File: src/rtl/health_bank_if.sv
// Handshake-free control/status bundle for the health bank.
// Master drives requests and the decay period; slave reports per-channel health.
interface health_bank_if #(
  parameter int NUM_CH   = 2,
  parameter int HEALTH_W = 7,
  parameter int RATE_W   = 27
);
  logic                         enable;
  logic [RATE_W-1:0]            health_rate;
  logic [NUM_CH-1:0]            add_valid;
  logic [NUM_CH*HEALTH_W-1:0]   add_amount;
  logic [NUM_CH-1:0]            revive;
  logic [NUM_CH*HEALTH_W-1:0]   current_health;
  logic [NUM_CH-1:0]            no_health;
  logic [NUM_CH-1:0]            critical;
  logic                         all_dead;
  logic                         game_over;

  modport master (
    output enable, health_rate, add_valid, add_amount, revive,
    input  current_health, no_health, critical, all_dead, game_over
  );

  modport slave (
    input  enable, health_rate, add_valid, add_amount, revive,
    output current_health, no_health, critical, all_dead, game_over
  );
endinterface

File: src/rtl/health_bank.sv
// Bank of independent health counters sharing one decay prescaler.
// Channels saturate at MAX_HEALTH and latch DEAD at zero until revived.
module health_bank #(
  parameter int NUM_CH      = 2,
  parameter int HEALTH_W    = 7,
  parameter int RATE_W      = 27,
  parameter int INIT_HEALTH = 20,
  parameter int MAX_HEALTH  = 99,
  parameter int CRIT_LEVEL  = 5
) (
  input  logic         clk,
  input  logic         reset,
  health_bank_if.slave bus
);

  typedef enum logic [1:0] {
    ST_ALIVE,
    ST_CRIT,
    ST_DEAD
  } ch_state_e;

  localparam int EW = HEALTH_W + 2;
  localparam logic [EW-1:0] MAX_E = EW'(MAX_HEALTH);
  localparam logic [HEALTH_W-1:0] INIT_H = HEALTH_W'(INIT_HEALTH);
  localparam logic [HEALTH_W-1:0] CRIT_H = HEALTH_W'(CRIT_LEVEL);
  localparam ch_state_e INIT_ST =
    (INIT_HEALTH > CRIT_LEVEL) ? ST_ALIVE : ST_CRIT;

  function automatic ch_state_e classify(
    input logic [HEALTH_W-1:0] h
  );
    if (h == '0)
      return ST_DEAD;
    else if (h <= CRIT_H)
      return ST_CRIT;
    else
      return ST_ALIVE;
  endfunction

  logic [RATE_W-1:0] cnt_q, cnt_d;
  logic              tick;

  logic [NUM_CH-1:0][HEALTH_W-1:0] health_q, health_d;
  ch_state_e state_q [NUM_CH];
  ch_state_e state_d [NUM_CH];

  logic [NUM_CH-1:0] no_health_q, no_health_d;
  logic [NUM_CH-1:0] critical_q, critical_d;
  logic              all_dead_q, all_dead_d;
  logic              game_over_q, game_over_d;

  // A rate lowered below the running count fires on the next enabled cycle.
  always_comb begin
    tick  = 1'b0;
    cnt_d = cnt_q;
    if (bus.enable) begin
      if (cnt_q >= bus.health_rate) begin
        tick  = 1'b1;
        cnt_d = '0;
      end else begin
        cnt_d = cnt_q + RATE_W'(1);
      end
    end
  end

  always_comb begin
    logic [EW-1:0] sum;
    sum = '0;
    for (int i = 0; i < NUM_CH; i++) begin
      health_d[i] = health_q[i];
      state_d[i]  = state_q[i];
      sum = {2'b00, health_q[i]};
      if (bus.add_valid[i])
        sum = sum + {2'b00, bus.add_amount[i*HEALTH_W +: HEALTH_W]};
      if (tick && (sum != '0))
        sum = sum - EW'(1);
      if (sum > MAX_E)
        sum = MAX_E;
      if (bus.revive[i]) begin
        health_d[i] = INIT_H;
        state_d[i]  = INIT_ST;
      end else if (state_q[i] == ST_DEAD) begin
        health_d[i] = '0;
      end else begin
        health_d[i] = sum[HEALTH_W-1:0];
        state_d[i]  = classify(sum[HEALTH_W-1:0]);
      end
    end
  end

  always_comb begin
    no_health_d = '0;
    critical_d  = '0;
    for (int i = 0; i < NUM_CH; i++) begin
      no_health_d[i] = (state_d[i] == ST_DEAD);
      critical_d[i]  = (state_d[i] == ST_CRIT);
    end
    all_dead_d  = &no_health_d;
    game_over_d = all_dead_d & ~all_dead_q;
  end

  always_ff @(posedge clk) begin
    if (reset) begin
      cnt_q       <= '0;
      no_health_q <= '0;
      critical_q  <= {NUM_CH{INIT_ST == ST_CRIT}};
      all_dead_q  <= 1'b0;
      game_over_q <= 1'b0;
      for (int i = 0; i < NUM_CH; i++) begin
        health_q[i] <= INIT_H;
        state_q[i]  <= INIT_ST;
      end
    end else begin
      cnt_q       <= cnt_d;
      no_health_q <= no_health_d;
      critical_q  <= critical_d;
      all_dead_q  <= all_dead_d;
      game_over_q <= game_over_d;
      health_q    <= health_d;
      state_q     <= state_d;
    end
  end

  assign bus.current_health = health_q;
  assign bus.no_health      = no_health_q;
  assign bus.critical       = critical_q;
  assign bus.all_dead       = all_dead_q;
  assign bus.game_over      = game_over_q;

endmodule

File: src/flat_wrapper.sv
// flat-port wrapper written by rule: the top's interface ports become plain ports
module health_bank_flat 
#(
  parameter int NUM_CH      = 2,
  parameter int HEALTH_W    = 7,
  parameter int RATE_W      = 27,
  parameter int INIT_HEALTH = 20,
  parameter int MAX_HEALTH  = 99,
  parameter int CRIT_LEVEL  = 5
)
  (clk, reset, bus_enable, bus_health_rate, bus_add_valid, bus_add_amount, bus_revive, bus_current_health, bus_no_health, bus_critical, bus_all_dead, bus_game_over);
  health_bank_if #(.NUM_CH(NUM_CH), .HEALTH_W(HEALTH_W), .RATE_W(RATE_W)) bus_i ();
  input  logic clk;
  input  logic reset;
  input wire logic [$bits(bus_i.enable)-1:0] bus_enable;
  input wire logic [$bits(bus_i.health_rate)-1:0] bus_health_rate;
  input wire logic [$bits(bus_i.add_valid)-1:0] bus_add_valid;
  input wire logic [$bits(bus_i.add_amount)-1:0] bus_add_amount;
  input wire logic [$bits(bus_i.revive)-1:0] bus_revive;
  output wire logic [$bits(bus_i.current_health)-1:0] bus_current_health;
  output wire logic [$bits(bus_i.no_health)-1:0] bus_no_health;
  output wire logic [$bits(bus_i.critical)-1:0] bus_critical;
  output wire logic [$bits(bus_i.all_dead)-1:0] bus_all_dead;
  output wire logic [$bits(bus_i.game_over)-1:0] bus_game_over;
  assign bus_i.enable = bus_enable;
  assign bus_i.health_rate = bus_health_rate;
  assign bus_i.add_valid = bus_add_valid;
  assign bus_i.add_amount = bus_add_amount;
  assign bus_i.revive = bus_revive;
  assign bus_current_health = bus_i.current_health;
  assign bus_no_health = bus_i.no_health;
  assign bus_critical = bus_i.critical;
  assign bus_all_dead = bus_i.all_dead;
  assign bus_game_over = bus_i.game_over;
  health_bank #(.NUM_CH(NUM_CH), .HEALTH_W(HEALTH_W), .RATE_W(RATE_W), .INIT_HEALTH(INIT_HEALTH), .MAX_HEALTH(MAX_HEALTH), .CRIT_LEVEL(CRIT_LEVEL)) u_core (.clk(clk), .reset(reset), .bus(bus_i));
endmodule
File: config.mk
export PLATFORM = sky130hd
export DESIGN_NAME = health_bank_flat
export DESIGN_NICKNAME = d
export VERILOG_FILES = /design/src/rtl/health_bank_if.sv /design/src/rtl/health_bank.sv /design/src/flat_wrapper.sv
export SDC_FILE = /design/constraint.sdc
export NUM_CORES = 1
export LEC_CHECK = 0
export ABC_CLOCK_PERIOD_IN_PS = 3700
export CORE_MARGIN = 3
export CORE_UTILIZATION = 55
export CTS_CLUSTER_SIZE = 8
export DETAILED_ROUTE_END_ITERATION = 6
export GPL_TIMING_DRIVEN = 0
export PLACE_DENSITY = 0.82
export SLEW_MARGIN = 0
export SYNTH_ARGS = -nofsm -noshare
export SYNTH_HDL_FRONTEND = slang
export SYNTH_SLANG_ARGS = --single-unit
File: constraint.sdc
create_clock -name clk -period 3.7 [get_ports clk]
set_clock_uncertainty 0.1 [all_clocks]
set_input_delay 0.37 -clock clk [delete_from_list [all_inputs] [get_ports clk]]
set_output_delay 0.37 -clock clk [all_outputs]
set_load 0.01 [all_outputs]
==> metrics.md, run 1 <==
| Metric | Value |
|---|---|
| I/O pin total | 68 |
| Largest net degree at the start of global routing | 15 |
| Final setup TNS | 0 ns |
| WHS Endpoint | u_core.cnt_q[1] |
| WP data arrival | 3.71 ns |
| Async S/R FF share, synth | 0% |
| Post-synth EDFFs | 0 |
| ANT nets after route | 0 |
| Number of global-route vias before repair | 3909 |
| Die Ht | 93.5 um |
| Clock Path Buffers | 2 |
| Synth Flop Type | dfxtp_1 |
| Placeable Area | 7330 um^2 |
| First-pass detailed-route iteration total | 4 |
| H-tree levels | 2 |
| Vias post-DR | 4168 |
| Worst hold path type | in2reg |
| Register-to-register setup slack | 0.17 ns |
| Reg2reg end | u_core.bus.current_health[11] |
| Post-synth cell types | 71 |
| Placer Congestion | 0.926 |
| Setup crit start kind | primary input |
| Reg2reg start | u_core.bus.current_health[7] |
| P per Cell Area | 290 nW/um^2 |
| Post-synthesis sequential area ratio | 24.2% |
| Crit Path Class | in2reg |
| Worst vdd ir | 0.219 mV |
| Initial Util | 57.5% |
| All-Layer GR Usage | 24.3% |
| Layout cell share with drive strength beyond 1 | 9.68% |
| Max_slew headroom | 47.8% |
| Leakage power | 2.22 nW |
| Wire per inst | 15.5 um |
| Outcome | finished clean |
| Initial DRC count | 201 |
| CTS tree | done |
| Setup violators final | 0 |
| Synth Register Bits | 51 |
| Worst Max-Slew Pin Slew | 0.780 ns |
| Synth area leaders | dfxtp_1 24%, ha_1 13%, nor2_1 5.3% |
| TritonCTS Sinks | 51 |
| Worst Hold Launch | reset |
| Post-DP HPWL | 8300 um |
| ANT cells | 0 |
| Rows | 31 |
| Skew-Pair Late Insertion Delay | 0.30 ns |
| Worst Setup End Kind | register |
| Port bufs | 65 |
| TritonCTS Buffers | 5 |
| Max FO, Critical Path | 5 |
| Syn Area/Cell | 8.09 um^2 |
| Root Driver | clkbuf_8 |
| Total congestion overflow | 0 |
| Slew Viols, Final | 0 |
| First-pass GRT wire length | 17600 um |
| Fin worst setup slack | 0.0993 ns |
| Max Fclk | 278 MHz |
| Die width | 93.5 um |
| Die area | 8750 um^2 |
| Number of remaining DRC errors | 0 |
| Min Tclk post-route | 3.60 ns |
| Worst Hold Depth | 2 |
| Antenna violations before repair | 0 |
| Dpl ws | -0.578 ns |
| Final-report hold violation count | 0 |
| Fillers | 562 |
| Vias per inst | 5.97 |
| CP required | 3.81 ns |
| Clock slew at reported path FFs | 0.09 ns |
| Share of the synthesized area in the top cell type | 24.2% |
| Area Overhead vs Synth | 25.9% |
| Final #Nets | 694 |
| YS warnings | 0 |
| Final Routed Wirelength | 10800 um |
| Final Cycle Share | 97.3% |
| Largest area contributor in the netlist | dfxtp_1 |
| Cell count after synthesis | 521 |
| Reg2Reg Depth | 12 |
| Post-synth net total | 616 |
| Max Cap Viol | 0 |
| Post-Syn Area | 4210 um^2 |
==> worst max path at each step <==
stage                                       from                            to  slack (ns)
detailed placement             bus_add_amount[7]             u_core.state_q[0]       -0.58
CTS                            bus_add_amount[7]             u_core.state_q[0]       0.007
finish                         bus_add_amount[0]  u_core.bus.current_health[2]         0.1
global route                   bus_add_amount[0]           u_core.bus.all_dead       -0.04
global placement               bus_add_amount[7]        u_core.bus.critical[1]       -0.50
floorplan           u_core.bus.current_health[0]  u_core.bus.current_health[2]        0.35
==> kinds of logic (layout without fill, tap and decap cells) <==
| kind of cell | Yosys count | in the layout | synth area share, % |
|---|---|---|---|
| fa+ha+maj | 47 | 47 | 14.3 |
| mux | 8 | 8 | 1.93 |
| compound gates | 119 | 119 | 20.2 |
| simple gates | 212 | 212 | 27.2 |
| flops | 51 | 51 | 24.2 |
| xor+xnor | 36 | 36 | 7.48 |
| buf+inv | 48 | 126 | 4.63 |
==> critical path, cell delays in order <==
cell and delay, ns:
clkdlybuf4s50_1 0.40, ha_1 0.20, fa_1 0.43, a211oi_2 0.35, o21ba_2 0.22, o21a_1 0.14
a21oi_1 0.07, or3_4 0.41, or4_1 0.47, a21o_1 0.19, o311a_1 0.18, o31ai_2 0.27
==> area by class of cell <==
cell class / count / area, um^2 / share of cell area [%]
multi-input combinational: 422 / 3160 / 59.5
sequential: 51 / 1020 / 19.2
timing repair buffer: 72 / 703 / 13.3
inverter: 35 / 131 / 2.48
tap: 99 / 124 / 2.33
clock buffer: 6 / 72.6 / 1.37
buffer: 12 / 65.1 / 1.23
clock inverter: 1 / 30.0 / 0.566
==> power by group <==
group / switching [mW] / internal, mW / leakage [nW] / total (mW)
sequential: 0.0212 / 0.566 / 0.413 / 0.587
clock: 0.176 / 0.198 / 0.0513 / 0.375
combinational: 0.312 / 0.265 / 1.75 / 0.577
==> registers in the layout (all words and copies together) (netlist names) <==
signal	flops
u_core.state_q	4
u_core.bus.critical	2
u_core.bus.current_health	14
u_core.bus.game_over	1
u_core.bus.all_dead	1
u_core.cnt_q	27
u_core.bus.no_health	2
==> synth_stat cells, types with 3 or more instances <==
library cell / count
a211oi_1: 5
a21o_1: 7
a21oi_1: 27
a31oi_1: 7
and2_1: 4
and3_1: 16
and4_1: 7
buf_2: 3
clkbuf_1: 8
dfxtp_1: 51
ha_1: 45
inv_1: 35
mux2i_1: 7
nand2_1: 28
nand2b_1: 10
nand3_1: 22
nand3b_1: 6
nand4_1: 10
nor2_1: 60
nor2b_1: 7
nor3_1: 15
nor4_1: 3
nor4bb_1: 3
o2111a_1: 4
o211a_1: 3
o211ai_1: 6
o21a_1: 5
o21ai_0: 15
o31ai_1: 10
or3_1: 3
or4_1: 3
xnor2_1: 15
xor2_1: 21
==> metal layers <==
layer	wire length, um	track usage [%]	up-vias
met1	4840	32.8	1952
met3	662	3.54	15
met2	5160	40.8	131
met4	160	5.90	0
met5	0	0	-
li1	-	-	2070
==> cells in the final DEF (no fill, tap or decap), drive strengths merged, types with 10 or more instances in the layout <==
| cell type | synthesis | layout |
|---|---|---|
| dfxtp | 51 | 51 |
| a21oi | 27 | 27 |
| ha | 45 | 45 |
| and3 | 16 | 16 |
| clkbuf | 8 | 14 |
| nand2 | 28 | 28 |
| nor2 | 60 | 60 |
| o21ai | 16 | 16 |
| nand4 | 11 | 11 |
| buf | 5 | 11 |
| xnor2 | 15 | 15 |
| xor2 | 21 | 21 |
| clkdlybuf4s50 | 0 | 65 |
| inv | 35 | 35 |
| o31ai | 10 | 10 |
| nor3 | 16 | 16 |
| nand3 | 22 | 22 |
| nand2b | 10 | 10 |
==> what timing repair did <==
item,in CTS,in global routing
endpoints found under the setup margin,37,38
hold buffers,0,0
gates resized for setup,16,17
pin swaps,2,5
buffers inserted,2,5
==> metrics by stage <==
| step | std cells | cell area (um^2) | util [%] | power [mW] | hold WS (ns) |
|---|---|---|---|---|---|
| floorplan | 521 | 4210 | - | 0.937 | 0.347 |
| global placement | 685 | 4990 | 68.0 | 1.09 | 0.394 |
| detailed placement | 685 | 4990 | 68.0 | 1.10 | 0.392 |
| CTS | 693 | 5200 | 70.9 | 1.50 | 0.358 |
| global route | 698 | 5310 | 72.4 | 1.62 | 0.385 |
| finish | 698 | 5310 | 72.4 | 1.54 | 0.359 |
Note: power is estimated with default switching activity, not from simulation.
==> run 2, diff against run 1 <==
- CTS_CLUSTER_SIZE: 8 -> 14
==> results of run 2 <==
The final DEF is identical to that of run 1; final timing and power are the same.
